File: src/rtl/hit_rpt_pkg.sv
// rtl/hit_rpt_pkg.sv - shared constants and FSM encoding for the hit reporter
// Contents: DEF_WIN_W / DEF_CNT_W / DEF_DEPTH parameter defaults, state_t (IDLE, RUN).
package hit_rpt_pkg;

  localparam int DEF_WIN_W = 8;
  localparam int DEF_CNT_W = 8;
  localparam int DEF_DEPTH = 4;

  typedef enum logic {
    IDLE = 1'b0,
    RUN  = 1'b1
  } state_t;

endpackage

File: src/rtl/hit_reporter_if.sv
// rtl/hit_reporter_if.sv - report stream handshake between hit_reporter and its consumer
// Signals: rpt_valid (report available), rpt_ready (consumer accepts), rpt_data (window hit count).
// Modports: master = report producer, slave = report consumer.
interface hit_reporter_if
  import hit_rpt_pkg::*;
#(
  parameter int CNT_W = DEF_CNT_W
) ();

  logic             rpt_valid;
  logic             rpt_ready;
  logic [CNT_W-1:0] rpt_data;

  modport master (output rpt_valid, output rpt_data, input rpt_ready);
  modport slave  (input rpt_valid, input rpt_data, output rpt_ready);

endinterface

File: src/rtl/sync_fifo.sv
// rtl/sync_fifo.sv - single-clock FIFO holding window reports
// Ports: clk, reset_n (sync, active-low), push/wr_data (write), pop/rd_data (read head),
//        full, empty, level (occupancy 0..DEPTH).
module sync_fifo
  import hit_rpt_pkg::*;
#(
  parameter int WIDTH = DEF_CNT_W,
  parameter int DEPTH = DEF_DEPTH
) (
  input  logic                   clk,
  input  logic                   reset_n,
  input  logic                   push,
  input  logic [WIDTH-1:0]       wr_data,
  input  logic                   pop,
  output logic [WIDTH-1:0]       rd_data,
  output logic                   full,
  output logic                   empty,
  output logic [$clog2(DEPTH):0] level
);

  localparam int AW = $clog2(DEPTH);
  localparam logic [AW:0] FULL_LVL = (AW + 1)'(DEPTH);

  logic [WIDTH-1:0] mem [DEPTH];
  logic [AW-1:0]    wr_ptr;
  logic [AW-1:0]    rd_ptr;
  logic             do_push;
  logic             do_pop;

  assign full    = (level == FULL_LVL);
  assign empty   = (level == '0);
  assign do_pop  = pop && !empty;
  // When full, a write is only accepted if the head leaves in the same cycle;
  // wr_ptr == rd_ptr then, and the head is read before the edge overwrites it.
  assign do_push = push && (!full || do_pop);
  assign rd_data = empty ? '0 : mem[rd_ptr];

  always_ff @(posedge clk) begin
    if (do_push) begin
      mem[wr_ptr] <= wr_data;
    end
  end

  // Pointers are AW bits wide, so DEPTH being a power of two makes them wrap for free.
  always_ff @(posedge clk) begin
    if (!reset_n) begin
      wr_ptr <= '0;
      rd_ptr <= '0;
      level  <= '0;
    end else begin
      if (do_push) wr_ptr <= wr_ptr + AW'(1);
      if (do_pop)  rd_ptr <= rd_ptr + AW'(1);
      case ({do_push, do_pop})
        2'b10:   level <= level + (AW + 1)'(1);
        2'b01:   level <= level - (AW + 1)'(1);
        default: level <= level;
      endcase
    end
  end

endmodule

File: src/rtl/hit_reporter.sv
// rtl/hit_reporter.sv - counts detector hits per fixed-length window and queues the counts
// Ports: clk, reset_n (sync, active-low), hit (detect pulse), enable (run windows),
//        win_len (window length - 1), clr_ovf (clear sticky overflow),
//        rpt (hit_reporter_if.master: rpt_valid/rpt_ready/rpt_data),
//        level (FIFO occupancy), ovf (sticky: a report was dropped).
module hit_reporter
  import hit_rpt_pkg::*;
#(
  parameter int WIN_W = DEF_WIN_W,
  parameter int CNT_W = DEF_CNT_W,
  parameter int DEPTH = DEF_DEPTH
) (
  input  logic                   clk,
  input  logic                   reset_n,
  input  logic                   hit,
  input  logic                   enable,
  input  logic [WIN_W-1:0]       win_len,
  input  logic                   clr_ovf,
  hit_reporter_if.master         rpt,
  output logic [$clog2(DEPTH):0] level,
  output logic                   ovf
);

  state_t           state;
  logic [WIN_W-1:0] win_cnt;
  logic [WIN_W-1:0] win_lat;
  logic [CNT_W-1:0] hit_cnt;
  logic [CNT_W-1:0] hit_next;
  logic             close;
  logic             pop;
  logic             full;
  logic             empty;
  logic             drop;

  // Saturating count including this cycle's hit; this is also the record pushed at close.
  assign hit_next = (hit && (hit_cnt != '1)) ? hit_cnt + CNT_W'(1) : hit_cnt;

  // A cycle where enable has fallen is the RUN-to-IDLE cycle and never closes a window.
  assign close = (state == RUN) && enable && (win_cnt == win_lat);
  assign pop   = rpt.rpt_valid && rpt.rpt_ready;
  assign drop  = close && full && !pop;

  assign rpt.rpt_valid = !empty;

  always_ff @(posedge clk) begin
    if (!reset_n) begin
      state   <= IDLE;
      win_cnt <= '0;
      win_lat <= '0;
      hit_cnt <= '0;
      ovf     <= 1'b0;
    end else begin
      case (state)
        IDLE: begin
          win_cnt <= '0;
          hit_cnt <= '0;
          if (enable) begin
            state   <= RUN;
            win_lat <= win_len;
          end
        end
        RUN: begin
          if (!enable) begin
            state   <= IDLE;
            win_cnt <= '0;
            hit_cnt <= '0;
          end else if (close) begin
            win_cnt <= '0;
            hit_cnt <= '0;
            win_lat <= win_len;
          end else begin
            win_cnt <= win_cnt + WIN_W'(1);
            hit_cnt <= hit_next;
          end
        end
      endcase
      // A drop in the same cycle as clr_ovf wins so the event is never lost.
      if (drop) begin
        ovf <= 1'b1;
      end else if (clr_ovf) begin
        ovf <= 1'b0;
      end
    end
  end

  sync_fifo #(
    .WIDTH (CNT_W),
    .DEPTH (DEPTH)
  ) u_fifo (
    .clk     (clk),
    .reset_n (reset_n),
    .push    (close),
    .wr_data (hit_next),
    .pop     (pop),
    .rd_data (rpt.rpt_data),
    .full    (full),
    .empty   (empty),
    .level   (level)
  );

endmodule

File: src/flat_wrapper.sv
// flat-port wrapper written by rule: the top's interface ports become plain ports
module hit_reporter_flat import hit_rpt_pkg::*;
#(
  parameter int WIN_W = DEF_WIN_W,
  parameter int CNT_W = DEF_CNT_W,
  parameter int DEPTH = DEF_DEPTH
)
  (clk, reset_n, hit, enable, win_len, clr_ovf, level, ovf, rpt_rpt_valid, rpt_rpt_data, rpt_rpt_ready);
  hit_reporter_if #(.CNT_W(CNT_W)) rpt_i ();
  input  logic clk;
  input  logic reset_n;
  input  logic hit;
  input  logic enable;
  input  logic [WIN_W-1:0] win_len;
  input  logic clr_ovf;
  output logic [$clog2(DEPTH):0] level;
  output logic ovf;
  output wire logic [$bits(rpt_i.rpt_valid)-1:0] rpt_rpt_valid;
  output wire logic [$bits(rpt_i.rpt_data)-1:0] rpt_rpt_data;
  input wire logic [$bits(rpt_i.rpt_ready)-1:0] rpt_rpt_ready;
  assign rpt_rpt_valid = rpt_i.rpt_valid;
  assign rpt_rpt_data = rpt_i.rpt_data;
  assign rpt_i.rpt_ready = rpt_rpt_ready;
  hit_reporter #(.WIN_W(WIN_W), .CNT_W(CNT_W), .DEPTH(DEPTH)) u_core (.clk(clk), .reset_n(reset_n), .hit(hit), .enable(enable), .win_len(win_len), .clr_ovf(clr_ovf), .rpt(rpt_i), .level(level), .ovf(ovf));
endmodule
File: config.mk
export PLATFORM = sky130hd
export DESIGN_NAME = hit_reporter_flat
export DESIGN_NICKNAME = d
export VERILOG_FILES = /design/src/rtl/hit_rpt_pkg.sv /design/src/rtl/hit_reporter_if.sv /design/src/rtl/sync_fifo.sv /design/src/rtl/hit_reporter.sv /design/src/flat_wrapper.sv
export SDC_FILE = /design/constraint.sdc
export NUM_CORES = 1
export LEC_CHECK = 0
export ABC_AREA = 0
export BUFFER_PORTS_ARGS = -buffer_cell sky130_fd_sc_hd__buf_2
export CAP_MARGIN = 5
export CORE_ASPECT_RATIO = 0.8
export CORE_MARGIN = 4
export CORE_UTILIZATION = 40
export DETAILED_ROUTE_END_ITERATION = 10
export HOLD_SLACK_MARGIN = 0.03
export PLACE_DENSITY_LB_ADDON = 0.05
export SLEW_MARGIN = 15
export SYNTH_ARGS = -nofsm -noshare
export SYNTH_HDL_FRONTEND = slang
export SYNTH_SLANG_ARGS = --single-unit
File: constraint.sdc
create_clock -name clk -period 5.6 [get_ports clk]
set_clock_uncertainty 0.2 [all_clocks]
set_input_delay 0.56 -clock clk [delete_from_list [all_inputs] [get_ports clk]]
set_output_delay 0.56 -clock clk [all_outputs]
set_load 0.01 [all_outputs]
-- After elaboration in Yosys (flattened, before gate mapping)
Memories as Yosys holds them, arrays and structs flattened. A register that Yosys moved wholly into a read port is not among the register bits.
Cells that the tools add are included.
- bitwise operators: 1
- equality and inequality tests: 8
- reduce and logical (&&, ||, !) cells: 16
- $add $sub $neg: 6
- muxes and demuxes: 20
- operator list (kind ; count):
    $mux 8 ; 9
    $pmux 8 s2 ; 3
    $add 8x1->8 const B ; 2
    $eq 8x8->1 ; 1
    $logic_and 1x1->1 ; 8
    $ne 8x8->1 const B ; 1
    $ne 2x2->1 const B ; 3
    $pmux 3 s2 ; 1
    $mux 1 ; 5
    $add 2x1->2 const B ; 2
    $mux 2 ; 2
    $reduce_bool 2->1 ; 2
    $add 3x1->3 const B ; 1
    $eq 3x3->1 const B ; 1
    $logic_not 1->1 ; 3
    $logic_not 3->1 ; 1
    $reduce_and 3->1 ; 1
    $sub 3x1->3 const B ; 1
    $eq 2x1->1 const B ; 1
    $eq 2x2->1 const B ; 1
    $logic_or 1x1->1 ; 1
    $not 1->1 ; 1
- output and inout bits: 13
- memories kept: 1
- memory bits (writable): 32
- bits in registers: 33
- word-level logic and storage cells: 60
- memory list (memory ; depth ; bits a word ; read ports ; clocked after memory_dff ; wr ports ; RTL line ; source):
    u_core.u_fifo.mem ; 4 ; 8 ; 1 ; 1 ; 1 ; sync_fifo.sv:24 ; logic [WIDTH-1:0] mem [DEPTH];

-- Longest topological paths before layout
- word-level depth: 8
- depth in mapped cells: 7
- mapped depth without buffers: 7

-- Cells and area by module
From an unflattened synthesis, not the netlist that was laid out.
- cells, all modules: 262
- area total of the unflattened synthesis: 3099.2 um2
- by module, submodules not included (module ; times used ; area each (um2) ; cells an instance):
    sync_fifo ; 1 ; 1707.9 ; 105
    hit_reporter ; 1 ; 1391.3 ; 157

-- Least setup slack after synthesis
No wires, ideal clock.
- path type: input to register
- start point: in enable
- end point: reg u_core.u_fifo.level[2]
- stages on the path: 6
- required time: 5328 ps
- setup slack: 3477 ps
- arrival: 1851 ps
- setup time: 72 ps
- buffers on the path: 1
- cell sequence: clkbuf_1 > a41oi_1 > fa_1 > nand2_1 > a2bb2oi_1 > mux2i_1
- longest elaborated chain between the ends: 5
- elaborated cells between the ends (all ways): 7
- those cells by class: eq/ne (2); mux (1); reduce/logical (4)
- RTL lines (what ; RTL line ; source):
    start: declaration ; flat_wrapper.sv:13 ; input logic enable;
    $logic_and 1x1->1 (*) (2 in a row) ; hit_reporter.sv:39 ; assign close = (state == RUN) && enable && (win_cnt == win_lat);
    $logic_and 1x1->1 (*) ; sync_fifo.sv:35 ; assign do_push = push && (!full || do_pop);
    $eq 2x1->1 or $eq 2x2->1 (tied branches) ; sync_fifo.sv:53 ; case ({do_push, do_pop})
    $pmux 3 s2 or $reduce_bool 2->1 (tied branches) ; -- ;
    end signal: assignment ; sync_fifo.sv:54 ; 2'b10: level <= level + (AW + 1)'(1);
    end signal: assignment ; sync_fifo.sv:55 ; 2'b01: level <= level - (AW + 1)'(1);
    end signal: assignment ; sync_fifo.sv:56 ; default: level <= level;
    end: declaration ; sync_fifo.sv:18 ; output logic [$clog2(DEPTH):0] level
Every way passes the cells marked *; elsewhere a longest branch is shown, timed or not.
A chain may end at the register's enable or synchronous reset.

==> run_results.csv <==
group,metric,value,unit
run_status,outcome,"completed",
clocking,cts_setup_buffers,0,
cells_and_area,stdcell_count,353,
cells_and_area,ff_latch_area,1660,um^2
synth,synth_area,2880,um^2
die,rows,27,
sta,period_needed,2650,ps
drt,vias_per_cell,5.09,
sta,finalSetupViolations,0,
drt,drtPass1Iterations,4,
hold_path,min_from,"u_core.ovf",
clocking,clockRootBuffer,"clkbuf_8",
die,pin_count,27,
synth,yosys.area.top_type,"edfxtp_1",
worst_setup_path,arrival,1890,ps
die,chipWidth,103,um
global_routing,grt_pass1_vias,1732,
global_routing,grt_overflow,0,
synth,syn_nets,251,
clocking,cts_sinks,67,
hold_path,hold_class,"register to register",
placement,hpwl,3.89,mm
global_routing,grtUsageTotal,0.143,
sta,report.final.slew_viol_count,0,
clocking,clkTransAtPathRegs,70,ps
cells_and_area,fillCellCount,638,
die,fp.dieArea,8620,um^2
sta,rsz0062_at_grt,"false",
pwr,powerDensity,384,nW/um^2
clocking,numCtsBuffers,9,
cells_and_area,final_cell_mix,"35 x dfxtp_1, 32 x edfxtp_1, 26 x buf_2",
die,initial_core_util,0.416,
sta,relSlewSlack,0.620,
sta,tns,0,ps
synth,yosys_warnings,0,
placement,dpl.cell_count,337,
sta,hold_violations,0,
cells_and_area,synthToLayoutAreaGrowth,14.7,%
job,cap_violations,0,
clocking,cts_tree,"built",
pwr,ir_worst_vdd,0.129,mV
cells_and_area,multi_input_area,1170,um^2
cells_and_area,drive_above_1_share,0.211,
clocking,postCtsHoldBufs,0,
pwr,fin_total_pwr,1.27,mW
die,die_h,83.9,um
cells_and_area,finalNetCount,282,
pwr,p_leak,1.25,nW
worst_setup_path,crit_path_end_kind,"primary output",
placement,port_buffers,26,
global_routing,antenna_found_initial,0,
cells_and_area,antenna_cells,0,
drt,drt_wl_total,5.44,mm
clocking,cts_resized,0,
worst_setup_path,critPathKind,"register to primary output",
drt,vias,1798,
sta,max_freq,0.378,GHz
synth,synth-seq-cells,67,
synth,syn_inst,230,
global_routing,grt_pass1_wl,9.31,mm
placement,place_congestion,0.761,
worst_setup_path,worst_ep_required_time,4840,ps
synth,synthTopCellsByArea,"edfxtp_1 33%, dfxtp_1 24%, mux4_2 6.3%, xnor2_1 3.7%, and2_1 2.8%",
drt,post_drt_wl_per_cell,15.4,um
drt,ant_nets,0,
clocking,htree_levels,3,
worst_setup_path,start_kind,"register",
sta,finalCritPeriodShare,0.473,
clocking,clockBufferDepth,2,
synth,yosysTopAreaCellShare,0.334,
worst_setup_path,r2r-start,"u_core.u_fifo.level[0]",
worst_setup_path,path_max_fanout,8,
cells_and_area,layout_commonest_cell,"dfxtp_1",
drt,initialDrtViolationCount,81,
drt,drcViolationCount,0,
synth,ys_types,35,
synth,avgSynthCellArea,12.5,um^2
die,core-area,6930,um^2
synth,yosysSeqAreaShare,0.577,
sta,worst_pin_slew,569,ps
clocking,clock_latency,330,ps
global_routing,grt_max_degree,17,
-- through the flow --
stage / util / setup slack (ps) / area (um^2) / hold WS [ps]
finish: 0.477 / 2950 / 3300 / 274
global route: 0.477 / 2790 / 3300 / 267
CTS: 0.477 / 2880 / 3300 / 257
detailed placement: 0.447 / 3160 / 3090 / 269
global placement: 0.447 / 3160 / 3090 / 256
floorplan: - / 3480 / 2880 / 266
-- critical path, cell delays in order (launching register included) --
cell and delay [ps]:
dfxtp_1 680, mux4_2 560, and2_1 180, buf_2 140
-- cell type report --
| type | instances | share of cell area |
|---|---|---|
| clock inverter | 6 | 0.0246 |
| timing repair buffer | 26 | 0.0394 |
| inverter | 6 | 0.00682 |
| multi-input combinational | 151 | 0.354 |
| tap | 87 | 0.0330 |
| sequential | 67 | 0.503 |
| clock buffer | 10 | 0.0387 |
-- synthesized netlist by cell type --
| cell type | n |
|---|---|
| xnor2_1 | 12 |
| o21ai_1 | 1 |
| mux2_2 | 2 |
| dfxtp_1 | 35 |
| clkbuf_1 | 5 |
| mux4_2 | 8 |
| o21ai_0 | 8 |
| a31oi_1 | 1 |
| nor2_1 | 14 |
| nor2b_1 | 7 |
| or3_1 | 1 |
| xor2_1 | 7 |
| and3_1 | 6 |
| nand4b_1 | 1 |
| nor4_4 | 1 |
| or4_1 | 1 |
| edfxtp_1 | 32 |
| a21oi_1 | 10 |
| and4_1 | 2 |
| xnor2_2 | 3 |
| ha_1 | 6 |
| nand2_1 | 11 |
| mux2i_1 | 4 |
| a41oi_1 | 2 |
| and2_1 | 13 |
| nor4b_2 | 1 |
| nand2b_1 | 4 |
| a2bb2oi_1 | 1 |
| nand3_1 | 16 |
| fa_1 | 1 |
| inv_1 | 6 |
| buf_2 | 1 |
| a21boi_1 | 1 |
| nand4_1 | 5 |
| nand4_2 | 1 |
-- report_power, final --
part           leakage, nW  internal, mW  switching [mW]
sequential           0.622         0.533          0.0379
combinational        0.526         0.136           0.137
clock                0.104         0.248           0.175
total                 1.25         0.916           0.350
-- logic make-up (layout without fill, tap and decap cells) --
| group | Yosys count | in the layout | share of synthesized area |
|---|---|---|---|
| muxes | 14 | 14 | 0.0843 |
| buffers and inverters | 12 | 48 | 0.0161 |
| adders and majority gates | 7 | 7 | 0.0330 |
| DFF | 67 | 67 | 0.577 |
| AOI/OAI and AO/OA | 24 | 24 | 0.0470 |
| xor gates and xnor gates | 22 | 22 | 0.0748 |
| and+or+nand+nor | 84 | 84 | 0.167 |
-- state kept, by name, summed over array words and instances, names as in the netlist, named ones only --
signal and count:
u_core.hit_cnt 8, u_core.ovf 1, u_core.state 1, u_core.u_fifo.level 3, u_core.u_fifo.mem 32, u_core.u_fifo.rd_ptr 2, u_core.u_fifo.wr_ptr 2, u_core.win_cnt 8
u_core.win_lat 8
-- final timing paths --
check / to / slack [ps] / cells after the start
setup / recovery: rpt_rpt_data[5] / 2950 / 3
hold / removal: u_core.ovf / 270 / 2
setup reg to reg: u_core.u_fifo.level[2] / 3170 / 7
hold reg to reg: u_core.ovf / 270 / 2
-- per-layer routing --
layer	vias up	global-route usage	share of wire
li1	890	-	-
met1	859	0.235	0.57
met2	44	0.166	0.37
met3	5	0.0602	0.048
met4	0	0.0388	0.011
met5	-	0	0
Power figures use the tool's default switching activity.
